$ cat src/rtl/mem_access_unit.sv
// mem_access_unit: byte/halfword/word load-store unit in front of a one-cycle-latency 32-bit word RAM
module mem_access_unit #(
  parameter int RAM_WORDS = 32768
) (
  input  logic        clk,
  input  logic        rst,
  input  logic        req_valid,
  output logic        req_ready,
  input  logic        req_we,
  input  logic [1:0]  req_size,
  input  logic        req_signed,
  input  logic [31:0] req_addr,
  input  logic [31:0] req_wdata,
  output logic        resp_valid,
  output logic [31:0] resp_rdata,
  output logic        resp_err,
  output logic        ram_wren,
  output logic [29:0] ram_address,
  output logic [31:0] ram_data,
  output logic [3:0]  ram_byteena,
  input  logic [31:0] ram_q
);
  typedef enum logic [1:0] {IDLE, ISSUE, CAPTURE, RESP} state_t;
  state_t state, state_n;
  logic we_q, sgn_q, err_q, acc, bad;
  logic [1:0] size_q, off_q;
  logic [3:0] be_q, be_n;
  logic [31:0] rdata_q, lane, ext;
  assign req_ready = state == IDLE;
  assign acc = req_valid && req_ready;
  assign bad = req_size == 2'b11 || (req_size == 2'b01 && req_addr[0]) ||
               (req_size == 2'b10 && req_addr[1:0] != 2'b00) ||
               {2'b00, req_addr[31:2]} >= 32'(RAM_WORDS);
  assign be_n = req_size == 2'b00 ? 4'b0001 << req_addr[1:0] :
                req_size == 2'b01 ? 4'b0011 << req_addr[1:0] : 4'b1111;
  assign lane = ram_q >> {off_q, 3'b000};
  assign ext = size_q == 2'b00 ? {{24{sgn_q & lane[7]}}, lane[7:0]} :
               size_q == 2'b01 ? {{16{sgn_q & lane[15]}}, lane[15:0]} : ram_q;
  assign resp_valid = state == RESP;
  assign resp_err = resp_valid && err_q;
  assign resp_rdata = resp_valid ? rdata_q : 32'h0;
  assign ram_wren = state == ISSUE && we_q;
  assign ram_byteena = state == ISSUE ? be_q : 4'b0000;
  always_comb begin
    state_n = state;
    case (state)
      IDLE:    state_n = acc ? (bad ? RESP : ISSUE) : IDLE;
      ISSUE:   state_n = we_q ? RESP : CAPTURE;
      CAPTURE: state_n = RESP;
      default: state_n = IDLE;
    endcase
  end
  always_ff @(posedge clk) begin
    if (rst) begin
      state <= IDLE;
      we_q <= 1'b0;
      sgn_q <= 1'b0;
      err_q <= 1'b0;
      size_q <= 2'b00;
      off_q <= 2'b00;
      be_q <= 4'b0000;
      rdata_q <= 32'h0;
      ram_address <= 30'h0;
      ram_data <= 32'h0;
    end else begin
      state <= state_n;
      if (acc) begin
        we_q <= req_we;
        sgn_q <= req_signed;
        err_q <= bad;
        size_q <= req_size;
        off_q <= req_addr[1:0];
        be_q <= be_n;
        rdata_q <= 32'h0;
        if (!bad) begin
          ram_address <= req_addr[31:2];
          ram_data <= req_size == 2'b00 ? {4{req_wdata[7:0]}} :
                      req_size == 2'b01 ? {2{req_wdata[15:0]}} : req_wdata;
        end
      end
      if (state == CAPTURE) rdata_q <= ext;
    end
  end
endmodule

$ cat config.mk
export PLATFORM = sky130hd
export DESIGN_NAME = mem_access_unit
export DESIGN_NICKNAME = d
export VERILOG_FILES = /design/src/rtl/mem_access_unit.sv
export SDC_FILE = /design/constraint.sdc
export NUM_CORES = 1
export LEC_CHECK = 0
export CORE_AREA = 2 2 118 120
export CTS_CLUSTER_DIAMETER = 60
export DETAILED_ROUTE_END_ITERATION = 16
export DIE_AREA = 0 0 120 122
export HOLD_SLACK_MARGIN = 0.03
export PLACE_DENSITY = 0.76
export SLEW_MARGIN = 20
export SYNTH_ARGS = -nofsm -noshare
export SYNTH_HDL_FRONTEND = slang
export SYNTH_SLANG_ARGS = --single-unit
$ cat constraint.sdc
create_clock -name clk -period 2.1 [get_ports clk]
set_clock_uncertainty 0.1 [all_clocks]
set_input_delay 0.525 -clock clk [delete_from_list [all_inputs] [get_ports clk]]
set_output_delay 0.525 -clock clk [all_outputs]
set_load 0.02 [all_outputs]
# After elaboration in Yosys (flattened, before gate mapping)
# Index checks and enable logic that the tools add are counted.
op_classes:
  n_div: 0
  reduce_logical: 14
  n_mul: 0
  bitwise_logic: 3
  shift: 3
  n_mux: 14
  magnitude_cmp: 1
  addsub: 0
  eq_ne: 7
op_table:
  columns: ["cell", "n"]
  rows:
  - ["$mux W32", 7]
  - ["$shr A32 B5 Y16", 1]
  - ["$ge A30 B16 Y1 const B", 1]
  - ["$mux W4", 3]
  - ["$eq A2 B2 Y1 const B", 4]
  - ["$eq A2 B1 Y1 const B", 3]
  - ["$logic_not A2 Y1", 3]
  - ["$pmux W2 S3", 1]
  - ["$logic_and A1 B1 Y1", 5]
  - ["$mux W2", 2]
  - ["$reduce_bool A2 Y1", 2]
  - ["$shl A1 B2 Y4 const A", 1]
  - ["$shl A2 B2 Y4 const A", 1]
  - ["$logic_or A1 B1 Y1", 3]
  - ["$and A1 B1 Y1", 2]
  - ["$reduce_and A2 Y1", 1]
  - ["$mux W1", 1]
  - ["$not A1 Y1", 1]
word_totals:
  rom_bits: 0
  register_bits: 107
  word_cells: 52
  in_bits: 103
  output_inout_bits: 102
  ramBits: 0
  mem_count: 0
  latchBits: 0

# Logic depth before layout (Yosys ltp)
depth:
  ltp_word: 8
  ltp_mapped: 8
  mapped_depth_nobuf: 6

# Least setup slack after synthesis
# OpenSTA, ideal clock, no wires.
synth_path:
  kind: "in2reg"
  from: "input port req_addr[20]"
  to: "register ram_data[11]"
  required_ns: 1.879
  setup_ns: 0.121
  cell_stages: 6
  n_path_buf: 2
  t_arrival_ns: 1.956
  slack_ns: -0.077
  cell_sequence: "or4_4 > nor3_2 > nor3b_2 > buf_6 > buf_12 > mux2_4"
synth_via:
  elab_chain_cells: 4
synth_rtl:
  columns: ["item", "line_no", "text"]
  rows:
  - ["start: declaration", "12", "input logic [31:0] req_addr,"]
  - ["$ge A30 B16 Y1", "33", "{2'b00, req_addr[31:2]} >= 32'(RAM_WORDS);"]
  - ["$logic_or A1 B1 Y1", "32", "(req_size == 2'b10 && req_addr[1:0] != 2'b00) ||"]
  - ["$not A1 Y1 (no line)", null, null]
  - ["$reduce_and A2 Y1 (no line)", null, null]
  - ["end signal: assignment", "77", "ram_data <= req_size == 2'b00 ? {4{req_wdata[7:0]}} :"]
  - ["end: declaration", "19", "output logic [31:0] ram_data,"]
# No other way between the ends.
# A chain may end at the register's enable or synchronous reset.

# Worst setup path in the final report
layout_path:
  from: "input port req_addr[27]"
  to: "register ram_data[9]"
# The elaborated chain is that of the path after synthesis.

==> flow_summary.yaml <==
power_and_ir_drop:
  p_per_area_nw_per_um2: 652
  max-vdd-ir-drop_mv: 0.344
  static-leakage-power_uw: 0.00316
clock_tree:
  htree_levels: 3
  sink_count: 107
  cts-root-to-sink-buffers: 2
  cts_inserted_buffers: 9
  clk_root_buffer_cell: "clkbuf_16"
  tritoncts: "done"
  clk-insertion-delay-late_ns: 0.35
  cts.clk_slew.worst_paths_ns: 0.07
  cts-hold-fix-buffers: 0
grt:
  number_of_global_route_vias_before_repair: 5232
  grt_antenna_before_repair: 0
  grtUsageMet1: 0.263
  grt.met2_usage: 0.395
  pin_count_of_the_biggest_net_entering_global_routing: 41
  globalRouteTotalUtil: 0.230
  grt_pass1_wl_um: 26500
  grt.overflow.total: 0
  grt_busiest_layer: "met2"
  gr-usage-met3: 0.0772
worst_setup_path:
  critPathArrivalTime_ns: 2.19
  critical_path.startpoint_type: "input port"
  worst_setup_path_end_kind: "flip-flop"
  crit_path_max_fanout: 4
  crit_chain: "buf_2 -> or4_4 -> nor3_4 -> nor3b_4 -> buf_6 -> buf_6 -> mux2_4"
  timing.critical_path.required_ns: 2.25
  worst_r2r_path_depth: 9
  timing.setup.critical_path_class: "input port to flip-flop"
  cp_slowest_cell: "or4_4"
  path_common_cell: "buf_6"
  cp_slowest_stage_delay_ns: 0.55
die:
  fp.dieW_um: 120
  die_area_um2: 14600
  core_area_um2: 13500
  num_rows: 43
  initial_utilization: 0.388
  top_level_ports: 205
  die_h_um: 122
synthesis:
  syn_inst: 589
  yosysTopAreaCellShare: 0.409
  yosys-top-cells-count: "118 x nand2_1, 107 x dfxtp_1, 64 x mux2i_1"
  synth_top_flop_cell: "dfxtp_1"
  yosysMostFrequentCell: "nand2_1"
  number_of_warnings_reported_in_the_yosys_synthesis_log: 0
  synth-seq-cells: 107
  synthTopCellsByArea: "dfxtp_1 41%, mux2i_1 12%, nand2_1 8.5%"
  post_synth_edffs: 0
  yosysTopAreaCell: "dfxtp_1"
  synth_async_sr_flop_share: 0
  synthesized_netlist_net_count: 700
  post_synth_num_cell_types: 46
  synth_seq_area_share: 0.409
  syn-cell-area_um2: 5240
  postSynthAreaPerCell_um2: 8.89
final_layout:
  final_layout_size_suffix_gt1_frac: 0.188
  finalNonFillerCells: 994
  post_layout_inst_area_um2: 8070
  diodes: 0
  nets: 920
  areaGrowthSynthToFinish_pct: 54.0
place:
  io_buffer_count: 204
  placed_cells_incl_taps: 963
  finalWeightedCongestion: 0.867
  dpl-instance-area_um2: 7640
  dp_slack_ns: -0.569
  hpwl_um: 12000
timing:
  tightest_slew_ns: 0.589
  clock.fmax_ghz: 0.488
  setup-violations-final: 0
  slew_violations: 0
  fin_setup_tns_ns: 0
  hold_viol_final: 0
  min_period_over_period: 0.975
  period_needed_ns: 2.05
  timing.slew.headroom: 0.605
  fin_ws_ns: 0.0524
run:
  drv.max_cap_violation_count: 0
route:
  wl_per_cell_um: 17.1
  drt_pre_antenna_iters: 4
  drc: 0
  antenna_left: 0
  drt-initial-drc-count: 317
  routed_via_density: 5.21
  detail_route.wirelength_um: 16900
  routed-via-count: 5178
worst_hold_path:
  min_path_type: "flip-flop to flip-flop"
  worst_hold_path.num_cells: 2
outcome:
  status: "complete, no violations"
worst max-delay path: cells and delay by family:
| kind | cells | cell delay [ns] |
|---|---|---|
| buffers and inverters | 3 | 0.39 |
| multiplexers | 1 | 0.29 |
| AND/OR/NAND/NOR | 3 | 0.99 |
metal layers:
layer / vias to the layer above / wire, µm
li1: 2488 / -
met1: 2429 / 6750
met2: 229 / 8120
met3: 32 / 1610
met4: 0 / 474
met5: - / 0
registers in the layout, indices dropped and copies added (netlist names):
signal / cells
rdata_q: 32
err_q: 1
sgn_q: 1
state: 2
be_q: 4
ram_address: 30
size_q: 2
we_q: 1
off_q: 2
ram_data: 32
kinds of logic after synthesis:
kind of cell / after synthesis / synth area share
AOI/OAI and AO/OA: 120 / 0.149
buffers and inverters: 55 / 0.0506
muxes: 82 / 0.169
adders and majority gates: 8 / 0.0191
and+or+nand+nor: 217 / 0.203
DFF: 107 / 0.409
area by class of cell:
class | count | area, µm²
tap | 180 | 225
sequential | 107 | 2140
fill | 1164 | 5440
clock inverter | 6 | 55.1
timing repair buffer | 254 | 2440
inverter | 10 | 37.5
multi-input combinational | 427 | 2930
clock buffer | 10 | 239
power by group:
group | internal (µW) | total [µW] | switching, µW
sequential | 2150 | 2240 | 84.8
combinational | 627 | 1310 | 687
clock | 864 | 1710 | 842
final timing paths:
kind | startpoint | to | slack (ns)
worst max register to register | state[0]$_SDFF_PP0_ | ram_data[9]$_SDFFE_PP0P_ | 0.11
worst min register to register | rdata_q[6]$_SDFFE_PP0P_ | rdata_q[6]$_SDFFE_PP0P_ | 0.34
worst min-delay path | rdata_q[6]$_SDFFE_PP0P_ | rdata_q[6]$_SDFFE_PP0P_ | 0.34
worst max-delay path | req_addr[27] | ram_data[9]$_SDFFE_PP0P_ | 0.05
repair_timing:
action,CTS,global route
cloned,7,1
buffers inserted,10,3
resized for setup,196,31
setup endpoints to repair,107,99
pin swaps,10,6
per-stage QoR:
| stage | total power (µW) | utilization | hold WS, ns |
|---|---|---|---|
| floorplan | 2920 | - | 0.307 |
| global placement | 3510 | 0.566 | 0.320 |
| detailed placement | 3540 | 0.566 | 0.333 |
| CTS | 5280 | 0.607 | 0.343 |
| global route | 5490 | 0.597 | 0.370 |
| finish | 5260 | 0.597 | 0.339 |
layout by cell type (no fill, tap or decap), drive strengths merged, types with 5 or more instances in the layout:
cell type / count
a22oi: 25
nor3b: 17
ha: 8
nand2b: 5
nor2: 13
nand2: 118
buf: 93
mux2i: 64
dfxtp: 107
inv: 14
clkbuf: 13
clkdlybuf4s50: 147
nor2b: 12
a21oi: 21
o2bb2ai: 5
mux2: 16
and2: 40
o211ai: 13
dlygate4sd2: 6
nor3: 5
o21ai: 34
Power figures use the tool's default switching activity.
